File: src/rtl/glitc_align_ctrl.sv
// glitc_align_ctrl
//   Automatic input-alignment controller for the GLITC data-path channels.
//   Channels are calibrated one after another:
//     1. Every IDELAY tap is scanned. The longest run of taps with a stable
//        word is found, and its centre tap is loaded.
//     2. The ISERDES is bitslipped until the training PATTERN appears.
//   Everything runs in the clk_i domain. The SERDES words arrive already
//   resynchronised.
//
// Ports
//   clk_i          control clock
//   rst_n_clk_i    asynchronous active-low reset
//   start_clk_i    single-cycle start pulse (ignored while busy)
//   data_clk_i     SERDES words, channel c at [c*NBITS +: NBITS]
//   delay_clk_o    IDELAY tap value, shared by all channels
//   load_clk_o     one-hot IDELAY load strobe
//   bitslip_clk_o  one-hot bitslip strobe
//   busy_clk_o     calibration in progress
//   done_clk_o     calibration complete, sticky until the next accepted start
//   fail_clk_o     per-channel failure flags
//   tap_clk_o      chosen tap per channel, channel c at [c*TAPBITS +: TAPBITS]
module glitc_align_ctrl #(
  parameter int               NCH     = 4,
  parameter int               NBITS   = 4,
  parameter int               TAPBITS = 5,
  parameter logic [NBITS-1:0] PATTERN = 4'b1010,
  parameter int               SETTLE  = 16,
  parameter int               SAMPLES = 64
) (
  input  logic                     clk_i,
  input  logic                     rst_n_clk_i,
  input  logic                     start_clk_i,
  input  logic [NCH*NBITS-1:0]     data_clk_i,
  output logic [TAPBITS-1:0]       delay_clk_o,
  output logic [NCH-1:0]           load_clk_o,
  output logic [NCH-1:0]           bitslip_clk_o,
  output logic                     busy_clk_o,
  output logic                     done_clk_o,
  output logic [NCH-1:0]           fail_clk_o,
  output logic [NCH*TAPBITS-1:0]   tap_clk_o
);

  localparam int CHW  = (NCH > 1)     ? $clog2(NCH)     : 1;
  localparam int SETW = (SETTLE > 1)  ? $clog2(SETTLE)  : 1;
  localparam int SMPW = (SAMPLES > 1) ? $clog2(SAMPLES) : 1;
  localparam int SLPW = (NBITS > 1)   ? $clog2(NBITS)   : 1;

  localparam logic [CHW-1:0]     LAST_CH  = CHW'(NCH - 1);
  localparam logic [TAPBITS-1:0] LAST_TAP = '1;
  localparam logic [SETW-1:0]    SET_END  = SETW'(SETTLE - 1);
  localparam logic [SMPW-1:0]    SMP_END  = SMPW'(SAMPLES - 1);
  localparam logic [SLPW-1:0]    SLP_END  = SLPW'(NBITS - 1);

  typedef enum logic [3:0] {
    S_IDLE, S_LOAD, S_WAIT, S_CHECK, S_CENTER, S_SCHK, S_SLIP, S_NEXT, S_DONE
  } state_t;

  state_t             state;
  logic [CHW-1:0]     ch;
  logic [TAPBITS-1:0] tap;
  logic               slip_ph;
  logic [SLPW-1:0]    slip_cnt;
  logic [SETW-1:0]    set_cnt;
  logic [SMPW-1:0]    smp_cnt;
  logic [NBITS-1:0]   w0;
  logic               ok;
  logic [TAPBITS-1:0] cur_start;
  logic [TAPBITS:0]   cur_len;
  logic [TAPBITS-1:0] best_start;
  logic [TAPBITS:0]   best_len;

  logic [NBITS-1:0]   word;
  logic               first;
  logic               tap_good;
  logic               pat_good;
  logic [TAPBITS-1:0] run_start;
  logic [TAPBITS:0]   run_len;
  logic [TAPBITS-1:0] cand_start;
  logic [TAPBITS:0]   cand_len;
  logic               run_close;
  logic               take_best;
  logic [TAPBITS-1:0] centre_val;

  function automatic logic [NCH-1:0] ch_bit(input logic [CHW-1:0] c);
    logic [NCH-1:0] v;
    v    = '0;
    v[c] = 1'b1;
    return v;
  endfunction

  // The centre rounds towards the lower tap when the window length is even.
  function automatic logic [TAPBITS-1:0] centre_tap(input logic [TAPBITS-1:0] s,
                                                    input logic [TAPBITS:0]   len);
    logic [TAPBITS:0] half;
    half = (len - 1'b1) >> 1;
    return s + half[TAPBITS-1:0];
  endfunction

  always_comb begin
    word = '0;
    for (int c = 0; c < NCH; c++) begin
      if (ch == CHW'(c)) word = data_clk_i[c*NBITS +: NBITS];
    end
    first = (smp_cnt == '0);
    // On the first sample, w0 is still being captured, so the word counts as
    // matching.
    tap_good   = first ? 1'b1 : (ok && (word == w0));
    pat_good   = (first || ok) && (word == PATTERN);
    run_start  = (cur_len == '0) ? tap : cur_start;
    run_len    = cur_len + 1'b1;
    cand_start = tap_good ? run_start : cur_start;
    cand_len   = tap_good ? run_len : cur_len;
    // A run also closes at the last tap, so a window that reaches the top
    // tap is still counted. The strict > keeps the earlier window on a tie.
    run_close  = !tap_good || (tap == LAST_TAP);
    take_best  = run_close && (cand_len > best_len);
    centre_val = centre_tap(best_start, best_len);
  end

  always_ff @(posedge clk_i or negedge rst_n_clk_i) begin
    if (!rst_n_clk_i) begin
      state         <= S_IDLE;
      ch            <= '0;
      tap           <= '0;
      slip_ph       <= 1'b0;
      slip_cnt      <= '0;
      set_cnt       <= '0;
      smp_cnt       <= '0;
      w0            <= '0;
      ok            <= 1'b0;
      cur_start     <= '0;
      cur_len       <= '0;
      best_start    <= '0;
      best_len      <= '0;
      delay_clk_o   <= '0;
      load_clk_o    <= '0;
      bitslip_clk_o <= '0;
      busy_clk_o    <= 1'b0;
      done_clk_o    <= 1'b0;
      fail_clk_o    <= '0;
      tap_clk_o     <= '0;
    end else begin
      // Strobes are raised only on the transition into LOAD or SLIP, so
      // each one lasts exactly one cycle.
      load_clk_o    <= '0;
      bitslip_clk_o <= '0;
      case (state)
        S_IDLE: begin
          if (start_clk_i) begin
            done_clk_o  <= 1'b0;
            fail_clk_o  <= '0;
            tap_clk_o   <= '0;
            busy_clk_o  <= 1'b1;
            ch          <= '0;
            tap         <= '0;
            delay_clk_o <= '0;
            load_clk_o  <= ch_bit('0);
            state       <= S_LOAD;
          end
        end

        S_LOAD: begin
          set_cnt <= '0;
          state   <= S_WAIT;
        end

        S_WAIT: begin
          if (set_cnt == SET_END) begin
            set_cnt <= '0;
            smp_cnt <= '0;
            state   <= slip_ph ? S_SCHK : S_CHECK;
          end else begin
            set_cnt <= set_cnt + 1'b1;
          end
        end

        S_CHECK: begin
          ok <= tap_good;
          if (first) w0 <= word;
          if (smp_cnt == SMP_END) begin
            smp_cnt <= '0;
            if (take_best) begin
              best_start <= cand_start;
              best_len   <= cand_len;
            end
            if (run_close) begin
              cur_len <= '0;
            end else begin
              cur_start <= run_start;
              cur_len   <= run_len;
            end
            if (tap == LAST_TAP) begin
              state <= S_CENTER;
            end else begin
              tap         <= tap + 1'b1;
              delay_clk_o <= tap + 1'b1;
              load_clk_o  <= ch_bit(ch);
              state       <= S_LOAD;
            end
          end else begin
            smp_cnt <= smp_cnt + 1'b1;
          end
        end

        S_CENTER: begin
          if (best_len == '0) begin
            fail_clk_o[ch] <= 1'b1;
            state          <= S_NEXT;
          end else begin
            tap         <= centre_val;
            delay_clk_o <= centre_val;
            load_clk_o  <= ch_bit(ch);
            for (int c = 0; c < NCH; c++) begin
              if (ch == CHW'(c)) tap_clk_o[c*TAPBITS +: TAPBITS] <= centre_val;
            end
            slip_ph  <= 1'b1;
            slip_cnt <= '0;
            state    <= S_LOAD;
          end
        end

        S_SCHK: begin
          ok <= pat_good;
          if (smp_cnt == SMP_END) begin
            smp_cnt <= '0;
            if (pat_good) begin
              state <= S_NEXT;
            end else if (slip_cnt == SLP_END) begin
              // Every slip position has been tried; the centred tap stays
              // loaded.
              fail_clk_o[ch] <= 1'b1;
              state          <= S_NEXT;
            end else begin
              bitslip_clk_o <= ch_bit(ch);
              state         <= S_SLIP;
            end
          end else begin
            smp_cnt <= smp_cnt + 1'b1;
          end
        end

        S_SLIP: begin
          slip_cnt <= slip_cnt + 1'b1;
          set_cnt  <= '0;
          state    <= S_WAIT;
        end

        S_NEXT: begin
          cur_start  <= '0;
          cur_len    <= '0;
          best_start <= '0;
          best_len   <= '0;
          slip_ph    <= 1'b0;
          slip_cnt   <= '0;
          if (ch == LAST_CH) begin
            busy_clk_o <= 1'b0;
            done_clk_o <= 1'b1;
            state      <= S_DONE;
          end else begin
            ch          <= ch + 1'b1;
            tap         <= '0;
            delay_clk_o <= '0;
            load_clk_o  <= ch_bit(ch + 1'b1);
            state       <= S_LOAD;
          end
        end

        S_DONE: state <= S_IDLE;

        default: state <= S_IDLE;
      endcase
    end
  end

endmodule

File: config.mk
export PLATFORM = sky130hd
export DESIGN_NAME = glitc_align_ctrl
export DESIGN_NICKNAME = d
export VERILOG_FILES = /design/src/rtl/glitc_align_ctrl.sv
export SDC_FILE = /design/constraint.sdc
export NUM_CORES = 1
export LEC_CHECK = 0
export CAP_MARGIN = 20
export CORE_MARGIN = 5
export CORE_UTILIZATION = 40
export CTS_CLUSTER_SIZE = 20
export DETAILED_ROUTE_END_ITERATION = 6
export GPL_ROUTABILITY_DRIVEN = 0
export HOLD_SLACK_MARGIN = 0.03
export PLACE_DENSITY_LB_ADDON = 0.3
export SETUP_SLACK_MARGIN = 0.2
export SKIP_CTS_REPAIR_TIMING = 1
export SLEW_MARGIN = 20
export SYNTH_ARGS = -nofsm -noshare
export SYNTH_HDL_FRONTEND = slang
export SYNTH_SLANG_ARGS = --single-unit
File: constraint.sdc
create_clock -name clk_i -period 6.23 [get_ports clk_i]
set_input_delay 1.246 -clock clk_i [delete_from_list [all_inputs] [get_ports clk_i]]
set_output_delay 1.246 -clock clk_i [all_outputs]
set_load 0.05 [all_outputs]
==> metrics.txt <==
Psw 0.000255 W; first-pass GRT wire length 21200 µm; post-synth net total 563; Seq pwr share 48.6%; most instantiated library cell after synthesis dfrtp_1; critical path capture point best_start[4]; total number of vias 4190; clk_skew 0.00527 ns; Reg2Reg Launch Point ch[1]; non-filler cells, final 738; r2r endpoint best_start[4]; VDD IR max 0.160 mV; WP data arrival 5.75 ns; Horiz. Die Dim 122 µm; sequential standard cell area 0.00213 mm²; Post-DRT Antenna Nets 0; slowest CP cell o21ai_0; FF-to-FF path depth 17; setup TNS 0 ns; Total Power 0.00114 W; row count 40; Congestion Overflow GR 0; Placement Setup Slack 0.494 ns; post-route setup slack 0.710 ns; Syn Area/Cell 9.69 µm²; max-slew violations 0; Crit path required time 6.46 ns; antenna violations before repair 0; dpl hpwl 9400 µm; Crit Path Class input port to flip-flop; Critical path origin data_clk_i[4]; Hold Crit Start fail_clk_o[1]; P_int 0.000884 W; Tmin final 5.52 ns; Met3 Wirelength 619 µm; I/O pin cnt 58; worst skew pair latency 0.34 ns; ys flop type dfrtp_1; critical-path maximum fanout 16; unrepaired setup endpoints after global routing no; CTS tree built; Filler cells 1140; Max clock buf depth 2; Pre-antenna DRT Iters 5; core area 0.0121 mm²; Worst Path Buf+Inv 3; die height 122 µm; Clk pwr share 48.5%; GRT Util Overall 17.7%; IO Port Bufs 57; diode count 0; CP endpoint kind flip-flop; cell accounting for the most synthesized area dfrtp_1; Critical Path Stages 16; worst hold path type flip-flop to flip-flop; area of the multi-input gates 0.00264 mm²; register area share after synthesis 42.5%; full die area 0.0148 mm²; Final Hold Viols 0; largest net degree at the start of global routing 67; Final setup viols 0; fraction of layout cells with a size suffix above 1 10.4%; initial core utilization 41.3%; R2R setup slack 0.88 ns; headroom to the max-slew limit 28.1%; P per Cell Area 189 mW/mm²; post-DR wirelength/cell 17.3 µm; CP peak stage delay 0.56 ns; nets 612; initial drt markers 342; Num CTS Buffers 9; clock transition at the registers of the reported paths 0.06 ns; M1 WL 5790 µm; family with the most delay on the worst path compound AO/OA/AOI/OAI gates; placed cells 722; Synth area leaders dfrtp_1 43%, ha_1 6.8%, mux2_2 5.2%, o21ai_0 3.7%, nor2_1 3.2%; DRT Wirelength 12800 µm; critical path launch point type input port; Area Overhead vs Synth 20.3%; crit-path cells clkdlybuf4s50_1 > a211oi_1 > a221oi_2 > xor2_1 > nor3_4 > a21o_1 > mux2i_1 > inv_1 > ha_1 > and4_1 > a31oi_1 > o31ai_1 > buf_4 > o21ai_0 > o21a_4 > mux2_2; clock sinks 85; Yosys cell types 66; DR vias/cell 5.68; EDFF count, synth 0; LEAKAGE 2.62 nW; Worst-Margin Slew 1.07 ns; top sig layer met4; Synth Warn # 0; routed length on met2 6150 µm; vias in the first global route 4112; Net Sw Frac 22.4%; Max Cap Viol 0; CTS H-tree depth 3; synthesized flop and latch total 85; clk root buf clkbuf_16; synthesized area 0.00500 mm²; Synth top cells by count 85 x dfrtp_1, 43 x nor2_1, 37 x o21ai_0; Max Freq 181 MHz; share of synthesized registers carrying an async set or reset 100%; number of remaining DRC errors 0; fin crit share 88.6%; Mapped Cells 516; post-synth top area share 42.5%; Combinational Power Share 2.9%; status finished clean
cell families (layout without fill, tap and decap cells):
kind of cell,after synthesis,count (layout),share of synthesized area (%)
buffers and inverters,55,109,4.63
XOR/XNOR,14,14,2.45
multiplexers,34,34,7.68
AO/OA/AOI/OAI,150,150,20.8
adder cells (fa/ha/maj),28,28,7.16
AND/OR/NAND/NOR,150,150,14.8
flip-flops,85,85,42.5
state kept, by name (all words and copies together), names as in the netlist:
| signal | count |
|---|---|
| best_len | 6 |
| best_start | 5 |
| bitslip_clk_o | 4 |
| busy_clk_o | 1 |
| ch | 2 |
| cur_len | 6 |
| cur_start | 5 |
| done_clk_o | 1 |
| fail_clk_o | 4 |
| load_clk_o | 4 |
| ok | 1 |
| set_cnt | 4 |
| slip_cnt | 2 |
| slip_ph | 1 |
| smp_cnt | 6 |
| state | 4 |
| tap | 5 |
| tap_clk_o | 20 |
| w0 | 4 |
tightest hold or removal path: cells and delay by family, from the launching register on:
| family | cells | cell delay, ns |
|---|---|---|
| DFF | 1 | 0.34 |
| and+or+nand+nor | 1 | 0.07 |
| AOI/OAI and AO/OA | 1 | 0.04 |
cell type report:
class,instances,share of cell area [%]
clock buffer,9,3.75
multi-input combinational,376,43.9
clock inverter,7,1.33
timing repair buffer,64,10.3
sequential,85,35.4
tap,168,3.50
inverter,29,1.81
through the flow:
stage	util, %	area, µm²	hold WS [ns]
after global routing	49.6	6010	0.529
after detailed placement	47.1	5710	0.483
final	49.6	6010	0.496
after floorplan	-	5000	0.451
after global placement	47.1	5710	0.476
after CTS	49.6	6010	0.501
how the worst min path moves through the flow:
stage / to / cells past startpoint
CTS: set_cnt[3] / 1
global placement: tap_clk_o[5] / 2
finish: fail_clk_o[1] / 2
global route: w0[2] / 1
detailed placement: fail_clk_o[1] / 2
floorplan: set_cnt[3] / 1
power by group through the flow:
stage | sequential [W] | clock [W] | combinational (W)
after floorplan | 0.000564 | 0 | 0.00000883
after global routing | 0.000553 | 0.000593 | 0.0000366
after CTS | 0.000554 | 0.000568 | 0.0000338
after detailed placement | 0.000564 | 0 | 0.0000337
final | 0.000554 | 0.000552 | 0.0000326
after global placement | 0.000564 | 0 | 0.0000329
cells in the final DEF, fill, tap and decap left out, drive strengths merged, types with 3 or more instances in the layout:
master / n
a21boi: 4
nand4: 4
a31oi: 9
nor2b: 6
and3: 10
clkbuf: 9
dfrtp: 85
o32ai: 3
a21oi: 19
a22o: 5
xnor2: 10
o21ai: 41
o22ai: 10
o221ai: 5
a211oi: 17
inv: 33
mux2: 26
nor3: 11
buf: 8
ha: 27
o31a: 3
and2: 8
o31ai: 7
nand3: 17
nand2: 36
mux2i: 8
clkdlybuf4s50: 56
nand2b: 3
a221o: 4
a21o: 5
o21a: 3
nor2: 43
xor2: 4
layer usage:
metal / GRT usage, % / vias up
li1: - / 1977
met1: 24.3 / 2053
met4: 4.55 / 0
met3: 3.30 / 20
met2: 28.8 / 140
met5: 0 / -
Power figures use the tool's default switching activity.
